$ cat config.mk
export PLATFORM = sky130hd
export DESIGN_NAME = mac_feeder_flat
export DESIGN_NICKNAME = d
export VERILOG_FILES = /design/src/rtl/mac_feeder_if.sv /design/src/rtl/mac_feeder.sv /design/src/flat_wrapper.sv
export SDC_FILE = /design/constraint.sdc
export NUM_CORES = 1
export LEC_CHECK = 0
export BUFFER_PORTS_ARGS = -buffer_cell sky130_fd_sc_hd__buf_2
export CAP_MARGIN = 20
export CORE_MARGIN = 1
export CORE_UTILIZATION = 50
export DETAILED_ROUTE_END_ITERATION = 10
export PLACE_DENSITY = 0.66
export SYNTH_ARGS = -nofsm -noshare
export SYNTH_HDL_FRONTEND = slang
export SYNTH_SLANG_ARGS = --single-unit
$ cat constraint.sdc
create_clock -name clk -period 6.75 [get_ports clk]
set_input_delay 0.675 -clock clk [delete_from_list [all_inputs] [get_ports clk]]
set_output_delay 0.675 -clock clk [all_outputs]
set_load 0.05 [all_outputs]
$ cat src/rtl/mac_feeder_if.sv
// Operand/result bus between the feeder and the MAC it drives.
// The feeder is the master; the MAC is the slave.
interface mac_feeder_if;
  logic signed [3:0]  in_a;
  logic signed [3:0]  in_b;
  logic               in_valid_a;
  logic               in_valid_b;
  logic signed [10:0] mac_out;
  logic               out_valid;

  modport master (
    output in_a, in_b, in_valid_a, in_valid_b,
    input  mac_out, out_valid
  );

  modport slave (
    input  in_a, in_b, in_valid_a, in_valid_b,
    output mac_out, out_valid
  );
endinterface

$ cat src/rtl/mac_feeder.sv
// Buffers VEC_LEN signed operand pairs and streams them to a MAC, then waits
// (bounded by WAIT_MAX cycles) for the accumulated dot product.
module mac_feeder #(
  parameter int VEC_LEN  = 8,
  parameter int WAIT_MAX = 15
) (
  input  logic               clk,
  input  logic               reset,
  input  logic               wr_en,
  input  logic signed [3:0]  wr_a,
  input  logic signed [3:0]  wr_b,
  input  logic               start,
  output logic [3:0]         buf_cnt,
  output logic               busy,
  output logic signed [10:0] result,
  output logic               result_valid,
  output logic               timeout,
  mac_feeder_if.master       mac
);
  localparam logic [3:0] LEN  = 4'(VEC_LEN);
  localparam logic [7:0] WMAX = 8'(WAIT_MAX);

  typedef enum logic [1:0] {IDLE, SEND, WAIT} state_t;

  state_t            state;
  logic [3:0]        idx;
  logic [7:0]        wait_cnt;
  logic signed [3:0] a_p1;
  logic signed [3:0] b_p1;
  logic              vld_p1;
  logic signed [3:0] mem_a [16];
  logic signed [3:0] mem_b [16];
  logic              wr_accept;

  // A full buffer never accepts, which also makes start win over a same-cycle write.
  assign wr_accept = (state == IDLE) && wr_en && (buf_cnt != LEN);

  always_ff @(posedge clk) begin
    if (wr_accept) begin
      mem_a[buf_cnt] <= wr_a;
      mem_b[buf_cnt] <= wr_b;
    end
  end

  always_ff @(posedge clk or negedge reset) begin
    if (!reset) begin
      state        <= IDLE;
      idx          <= '0;
      wait_cnt     <= '0;
      a_p1         <= '0;
      b_p1         <= '0;
      vld_p1       <= 1'b0;
      buf_cnt      <= '0;
      busy         <= 1'b0;
      result       <= '0;
      result_valid <= 1'b0;
      timeout      <= 1'b0;
    end else begin
      result_valid <= 1'b0;
      timeout      <= 1'b0;
      case (state)
        IDLE: begin
          // Pair 0 goes out on the same edge that accepts start.
          if (start && (buf_cnt == LEN)) begin
            state  <= SEND;
            busy   <= 1'b1;
            a_p1   <= mem_a[0];
            b_p1   <= mem_b[0];
            vld_p1 <= 1'b1;
            idx    <= 4'd1;
          end else if (wr_accept) begin
            buf_cnt <= buf_cnt + 4'd1;
          end
        end
        SEND: begin
          if (idx == LEN) begin
            a_p1     <= '0;
            b_p1     <= '0;
            vld_p1   <= 1'b0;
            wait_cnt <= '0;
            state    <= WAIT;
          end else begin
            a_p1 <= mem_a[idx];
            b_p1 <= mem_b[idx];
            idx  <= idx + 4'd1;
          end
        end
        WAIT: begin
          wait_cnt <= wait_cnt + 8'd1;
          // A result arriving on the expiry cycle is still captured.
          if (mac.out_valid) begin
            result       <= mac.mac_out;
            result_valid <= 1'b1;
            buf_cnt      <= '0;
            busy         <= 1'b0;
            state        <= IDLE;
          end else if ((wait_cnt + 8'd1) == WMAX) begin
            timeout <= 1'b1;
            buf_cnt <= '0;
            busy    <= 1'b0;
            state   <= IDLE;
          end
        end
        default: begin
          state <= IDLE;
          busy  <= 1'b0;
        end
      endcase
    end
  end

  assign mac.in_a       = a_p1;
  assign mac.in_b       = b_p1;
  assign mac.in_valid_a = vld_p1;
  assign mac.in_valid_b = vld_p1;
endmodule

$ cat src/flat_wrapper.sv
// flat-port wrapper written by rule: the top's interface ports become plain ports
module mac_feeder_flat 
#(
  parameter int VEC_LEN  = 8,
  parameter int WAIT_MAX = 15
)
  (clk, reset, wr_en, wr_a, wr_b, start, buf_cnt, busy, result, result_valid, timeout, mac_in_a, mac_in_b, mac_in_valid_a, mac_in_valid_b, mac_mac_out, mac_out_valid);
  mac_feeder_if mac_i ();
  input  logic clk;
  input  logic reset;
  input  logic wr_en;
  input  logic signed [3:0] wr_a;
  input  logic signed [3:0] wr_b;
  input  logic start;
  output logic [3:0] buf_cnt;
  output logic busy;
  output logic signed [10:0] result;
  output logic result_valid;
  output logic timeout;
  output wire logic [$bits(mac_i.in_a)-1:0] mac_in_a;
  output wire logic [$bits(mac_i.in_b)-1:0] mac_in_b;
  output wire logic [$bits(mac_i.in_valid_a)-1:0] mac_in_valid_a;
  output wire logic [$bits(mac_i.in_valid_b)-1:0] mac_in_valid_b;
  input wire logic [$bits(mac_i.mac_out)-1:0] mac_mac_out;
  input wire logic [$bits(mac_i.out_valid)-1:0] mac_out_valid;
  assign mac_in_a = mac_i.in_a;
  assign mac_in_b = mac_i.in_b;
  assign mac_in_valid_a = mac_i.in_valid_a;
  assign mac_in_valid_b = mac_i.in_valid_b;
  assign mac_i.mac_out = mac_mac_out;
  assign mac_i.out_valid = mac_out_valid;
  mac_feeder #(.VEC_LEN(VEC_LEN), .WAIT_MAX(WAIT_MAX)) u_core (.clk(clk), .reset(reset), .wr_en(wr_en), .wr_a(wr_a), .wr_b(wr_b), .start(start), .buf_cnt(buf_cnt), .busy(busy), .result(result), .result_valid(result_valid), .timeout(timeout), .mac(mac_i));
endmodule
# Yosys cells after proc, flatten, opt, wreduce, memory -nomap -nowiden
# Memories as Yosys holds them, arrays and structs flattened.
# Index checks and enable logic that the tools add are counted.
[totals]
n_memories = 2
elab_cells = 78
ramBits = 128
input_bits = 24
output_inout_bits = 28
reg_bits = 41
[classes]
reduce_logical = 15
add_sub_neg = 3
n_eq_ne = 12
mux = 34
n_bitwise = 1
[mem_list]
columns = ["memory", "words", "width", "rd", "rd_ports_with_merged_regs", "write_ports", "line_no", "text"]
rows = [
  ["u_core.mem_a", 16, 4, 2, 0, 1, "mac_feeder.sv:31", "logic signed [3:0] mem_a [16];"],
  ["u_core.mem_b", 16, 4, 2, 0, 1, "mac_feeder.sv:32", "logic signed [3:0] mem_b [16];"],
]
[ops]
columns = ["op", "count"]
rows = [
  ["$mux 4", 10],
  ["$pmux 4 s2", 4],
  ["$pmux 8 s2", 1],
  ["$reduce_and 3->1", 4],
  ["$mux 1", 11],
  ["$add 4x1->4 const B", 2],
  ["$add 8x1->8 const B", 1],
  ["$eq 4x4->1 const B", 2],
  ["$eq 8x4->1 const B", 1],
  ["$mux 2", 4],
  ["$mux 8", 1],
  ["$ne 2x2->1 const B", 3],
  ["$pmux 2 s3", 1],
  ["$reduce_and 2->1", 3],
  ["$reduce_bool 2->1", 3],
  ["$ne 2x1->1 const B", 2],
  ["$ne 4x4->1 const B", 1],
  ["$reduce_and 4->1", 1],
  ["$logic_and 1x1->1", 3],
  ["$ne 3x2->1 const B", 1],
  ["$pmux 1 s3", 1],
  ["$eq 2x1->1 const B", 1],
  ["$eq 2x2->1 const B", 1],
  ["$logic_not 2->1", 1],
  ["other kinds (2)", 2],
]

# Longest topological paths before layout
[depth]
ltp_word = 6
ltp_mapped = 10
depth_no_buf = 7

# Least setup slack after synthesis
# Ideal clock, no wire load.
[synth_timing]
path_kind = "reg2reg"
start = "register u_core.buf_cnt[0]"
end = "memory u_core.mem_a[3][0] (enable)"
setup_ps = 383
slack_ps = 3986
stages_incl_launch_ff = 8
n_path_buf = 0
arrival_ps = 2380
required_time_ps = 6367
path_cell_list = "dfrtp_1 inv_1 ha_1 inv_1 o21ai_1 nor3_1 nand2_1 nor3_1"
[synth_via]
elab_chain_len = 4
[synth_rtl]
columns = ["item", "line_no", "text"]
rows = [
  ["from (decl)", "mac_feeder.sv:13", "output logic [3:0] buf_cnt,"],
  ["from (signal assigned)", "mac_feeder.sv:72", "buf_cnt <= buf_cnt + 4'd1;"],
  ["$ne 4x4->1", "mac_feeder.sv:36", "assign wr_accept = (state == IDLE) && wr_en && (buf_cnt != LEN);"],
  ["$logic_and 1x1->1", "mac_feeder.sv:36", ""],
  ["$mux 1", "mac_feeder.sv:39", "if (wr_accept) begin"],
  ["$mux 1 (implied by the code)", "mac_feeder.sv:40", "mem_a[buf_cnt] <= wr_a;"],
  ["to (decl)", "mac_feeder.sv:31", ""],
]
# Several ways; a longest one is shown, not always the timed one.

# Worst setup path after layout
[layout_timing]
start = "register u_core.buf_cnt[0]"
end = "memory u_core.mem_b[9][2] (enable)"
[layout_via]
elab_chain_len = 4
[layout_rtl]
columns = ["item", "line_no", "text"]
rows = [
  ["$ne 4x4->1", "mac_feeder.sv:36", ""],
  ["$logic_and 1x1->1", "mac_feeder.sv:36", ""],
  ["$mux 1", "mac_feeder.sv:39", ""],
  ["$mux 1 (implied by the code)", "mac_feeder.sv:41", "mem_b[buf_cnt] <= wr_b;"],
  ["to (decl)", "mac_feeder.sv:32", ""],
]
# Several ways; a longest one is shown, not always the timed one.

==> metrics.yaml <==
outcome:
  outcome: "finished, final reports clean"
timing:
  slew_headroom: 0.314
  tightest_slew_ns: 1.03
  max_clock_freq_ghz: 0.343
  fin_skew_ns: 0.00618
  grt_setup_unrepaired: "no"
  whs_ns: 0.405
  timing.final.ws_setup_ns: 3.83
  setup_tns_ns: 0
  fin_crit_ns: 2.92
  fin_crit_sh: 0.432
  hold_violations: 0
  setup_viol: 0
  final_max_slew_viol_count: 0
grt:
  grt_first_pass_wirelength_mm: 21.8
  grt_start_max_net_pins: 42
  grt_usage: 0.215
  grt_pass1_vias: 3700
  gr-total-overflow: 0
  antenna_found_initial: 0
setup_path:
  path_buf_inv: 2
  cp-end-kind: "flip-flop"
  critPathLaunchType: "flip-flop"
  critPathArrivalTime_ns: 2.96
  cpPeakStageDelay_ns: 0.81
  cp_data_required_time_ns: 6.79
  crit_type: "flip-flop to flip-flop"
  path_cells: "inv_1 -> ha_1 -> inv_1 -> o21ai_1 -> nor3_1 -> nand2_1 -> nor2_1"
  critPathSlowestCell: "nor2_1"
  critPathTopFamily: "simple AND/OR/NAND/NOR gates"
  crit_fanout: 8
  crit_top_cell: "inv_1"
detailed_routing:
  firstDrtPassIters: 4
  drc: 0
  drt_iter0_drc: 382
  wl_per_cell_um: 21.6
  wl_met3_um: 949
  wl_met2_mm: 6.60
  via_count: 3821
  met1Wirelength_mm: 6.48
  ant_nets: 0
  drt-total-wl_mm: 14.3
  routed.top_layer: "met4"
  viasPerCell: 5.79
yosys:
  avgSynthCellArea_um2: 17.1
  ys_top_cells_by_area: "edfxtp_1 (55%), dfrtp_1 (15%), mux4_2 (5.8%)"
  ys_ff_latch: 169
  yosysTopAreaCellShare: 0.552
  yosysSeqAreaShare: 0.699
  synthCells: 408
  synth-async-reset-ratio: 0.243
  synth.most_common_cell: "edfxtp_1"
  synth_enable_flop_cells: 128
  synth.distinct_cells: 53
  synth_area_mm2: 0.00697
  synth_common_cells: "edfxtp_1 (128), dfrtp_1 (41), nand2_1 (31)"
  synth_ff_type: "edfxtp_1"
  yosysTopAreaCell: "edfxtp_1"
  yosys_warnings: 0
job:
  maxCapViolations: 0
min_path:
  min_path_type: "primary input to asynchronous set/reset pin"
clocking:
  clock_latency_ns: 0.42
  post-cts-setup-buffers: 0
  cts.sinks: 169
  cts_buffers: 17
  post_cts_resized: 0
  path_clk_slew_ns: 0.06
  cts_buffer_depth: 2
  cts_tree: "done"
  htree_levels: 4
  holdBufCountCts: 0
  root_buffer: "clkbuf_16"
placed_design:
  place_ws_ns: 3.72
  hpwl_mm: 9.23
  placed_cells: 626
  gp_congestion: 0.833
  place_area_mm2: 0.00737
  portBuffers: 51
finish:
  drive_gt1_frac: 0.254
  fin_area_mm2: 0.00794
  fin_nets: 503
  fin_cells: 660
  n_antenna_cell: 0
  area_delta_synth_final_pct: 13.9
  post-route-util: 0.592
die:
  die_w_um: 120
  start_util: 0.520
  rows: 42
  die_area_mm2: 0.0144
  die_h_um: 120
  core_area_mm2: 0.0134
  boundaryPins: 52
power:
  powerDensity_mw_per_mm2: 422
  p_comb_frac: 0.307
  fin_total_pwr_mw: 3.35
  p_clk_frac: 0.271
  switching_share: 0.349
  seq_power_share: 0.422
  power_leakage_nw: 3.02
  peakVddDrop_mv: 0.191
  p_int_mw: 2.18
  p_switching_mw: 1.17
-- power groups by stage --
stage | sequential [mW] | clock (mW) | combinational (mW)
2_1_floorplan | 1.57 | 0 | 0.638
3_5_place_dp | 1.44 | 0 | 1.03
4_1_cts | 1.42 | 0.919 | 1.03
5_1_grt | 1.44 | 0.963 | 1.10
6_report | 1.41 | 0.909 | 1.03
3_3_place_gp | 1.43 | 0 | 1.02
-- sequential cells by signal (all words and copies together), names as in the netlist --
register               count
u_core.mem_b              64
u_core.mac.in_a            4
u_core.result_valid        1
u_core.busy                1
u_core.mac.in_valid_a      1
u_core.buf_cnt             4
u_core.mac.in_b            4
u_core.result             11
u_core.mem_a              64
u_core.wait_cnt            8
u_core.state               2
u_core.timeout             1
u_core.idx                 4
-- logic make-up (layout without fill, tap and decap cells) --
family	after synthesis	in the layout	share of synthesized area
adders and majority gates	8	8	0.0144
AOI/OAI and AO/OA	52	52	0.0521
other	1	8	0.000538
xor gates and xnor gates	4	4	0.00503
and+or+nand+nor	82	82	0.0584
buffers and inverters	31	100	0.0237
DFF	169	169	0.699
muxes	61	61	0.147
-- metal layers --
metal,track usage,vias to the layer above
li1,-,1716
met1,0.321,1942
met2,0.304,142
met3,0.0532,21
met4,0.0867,0
met5,0,-
-- final timing paths --
| path | depth (start not counted) | slack, ns | endpoint | from |
|---|---|---|---|---|
| min in group clk | 2 | 0.49 | u_core.result[4]$_DFFE_PN0P_ | mac_mac_out[4] |
| max reg2reg | 7 | 3.83 | u_core.mem_b[9][2]$_DFFE_PP_ | u_core.buf_cnt[0]$_DFFE_PN0P_ |
| max | 7 | 3.83 | u_core.mem_b[9][2]$_DFFE_PP_ | u_core.buf_cnt[0]$_DFFE_PN0P_ |
| min reg2reg | 1 | 0.50 | u_core.result[6]$_DFFE_PN0P_ | u_core.result[6]$_DFFE_PN0P_ |
| min | 1 | 0.41 | u_core.mac.in_a[3]$_DFFE_PN0P_ | reset |
| max in group asynchronous | 1 | 5.68 | u_core.idx[0]$_DFFE_PN0P_ | reset |
-- layout make-up --
cell class | count | area, um2
Inverter | 11 | 41.3
Multi-Input combinational cell | 215 | 1960
Tap cell | 176 | 220
Sequential cell | 169 | 4870
Clock buffer | 24 | 482
Clock inverter | 8 | 70.1
Fill cell | 1021 | 5460
Timing Repair Buffer | 57 | 295
-- layout by cell type (no fill, tap or decap), types with 3 or more instances in the layout --
| cell type | Yosys | final |
|---|---|---|
| xor2_1 | 3 | 3 |
| mux4_1 | 10 | 10 |
| nor2_1 | 19 | 19 |
| clkbuf_8 | 0 | 3 |
| mux2i_1 | 17 | 17 |
| conb_1 | 1 | 8 |
| edfxtp_1 | 128 | 128 |
| inv_1 | 11 | 11 |
| o21ai_0 | 17 | 17 |
| clkinv_2 | 0 | 3 |
| nand3_1 | 5 | 5 |
| buf_2 | 7 | 52 |
| mux4_2 | 18 | 18 |
| nand2_1 | 31 | 31 |
| dfrtp_1 | 41 | 40 |
| nand2b_1 | 3 | 3 |
| buf_4 | 4 | 4 |
| ha_1 | 8 | 8 |
| clkbuf_16 | 0 | 17 |
| mux2_2 | 15 | 15 |
| o221ai_1 | 7 | 7 |
| o2111ai_1 | 4 | 4 |
| clkbuf_1 | 6 | 4 |
| a22oi_1 | 7 | 7 |
| nor3_1 | 7 | 7 |
(Power assumes the default switching activity.)
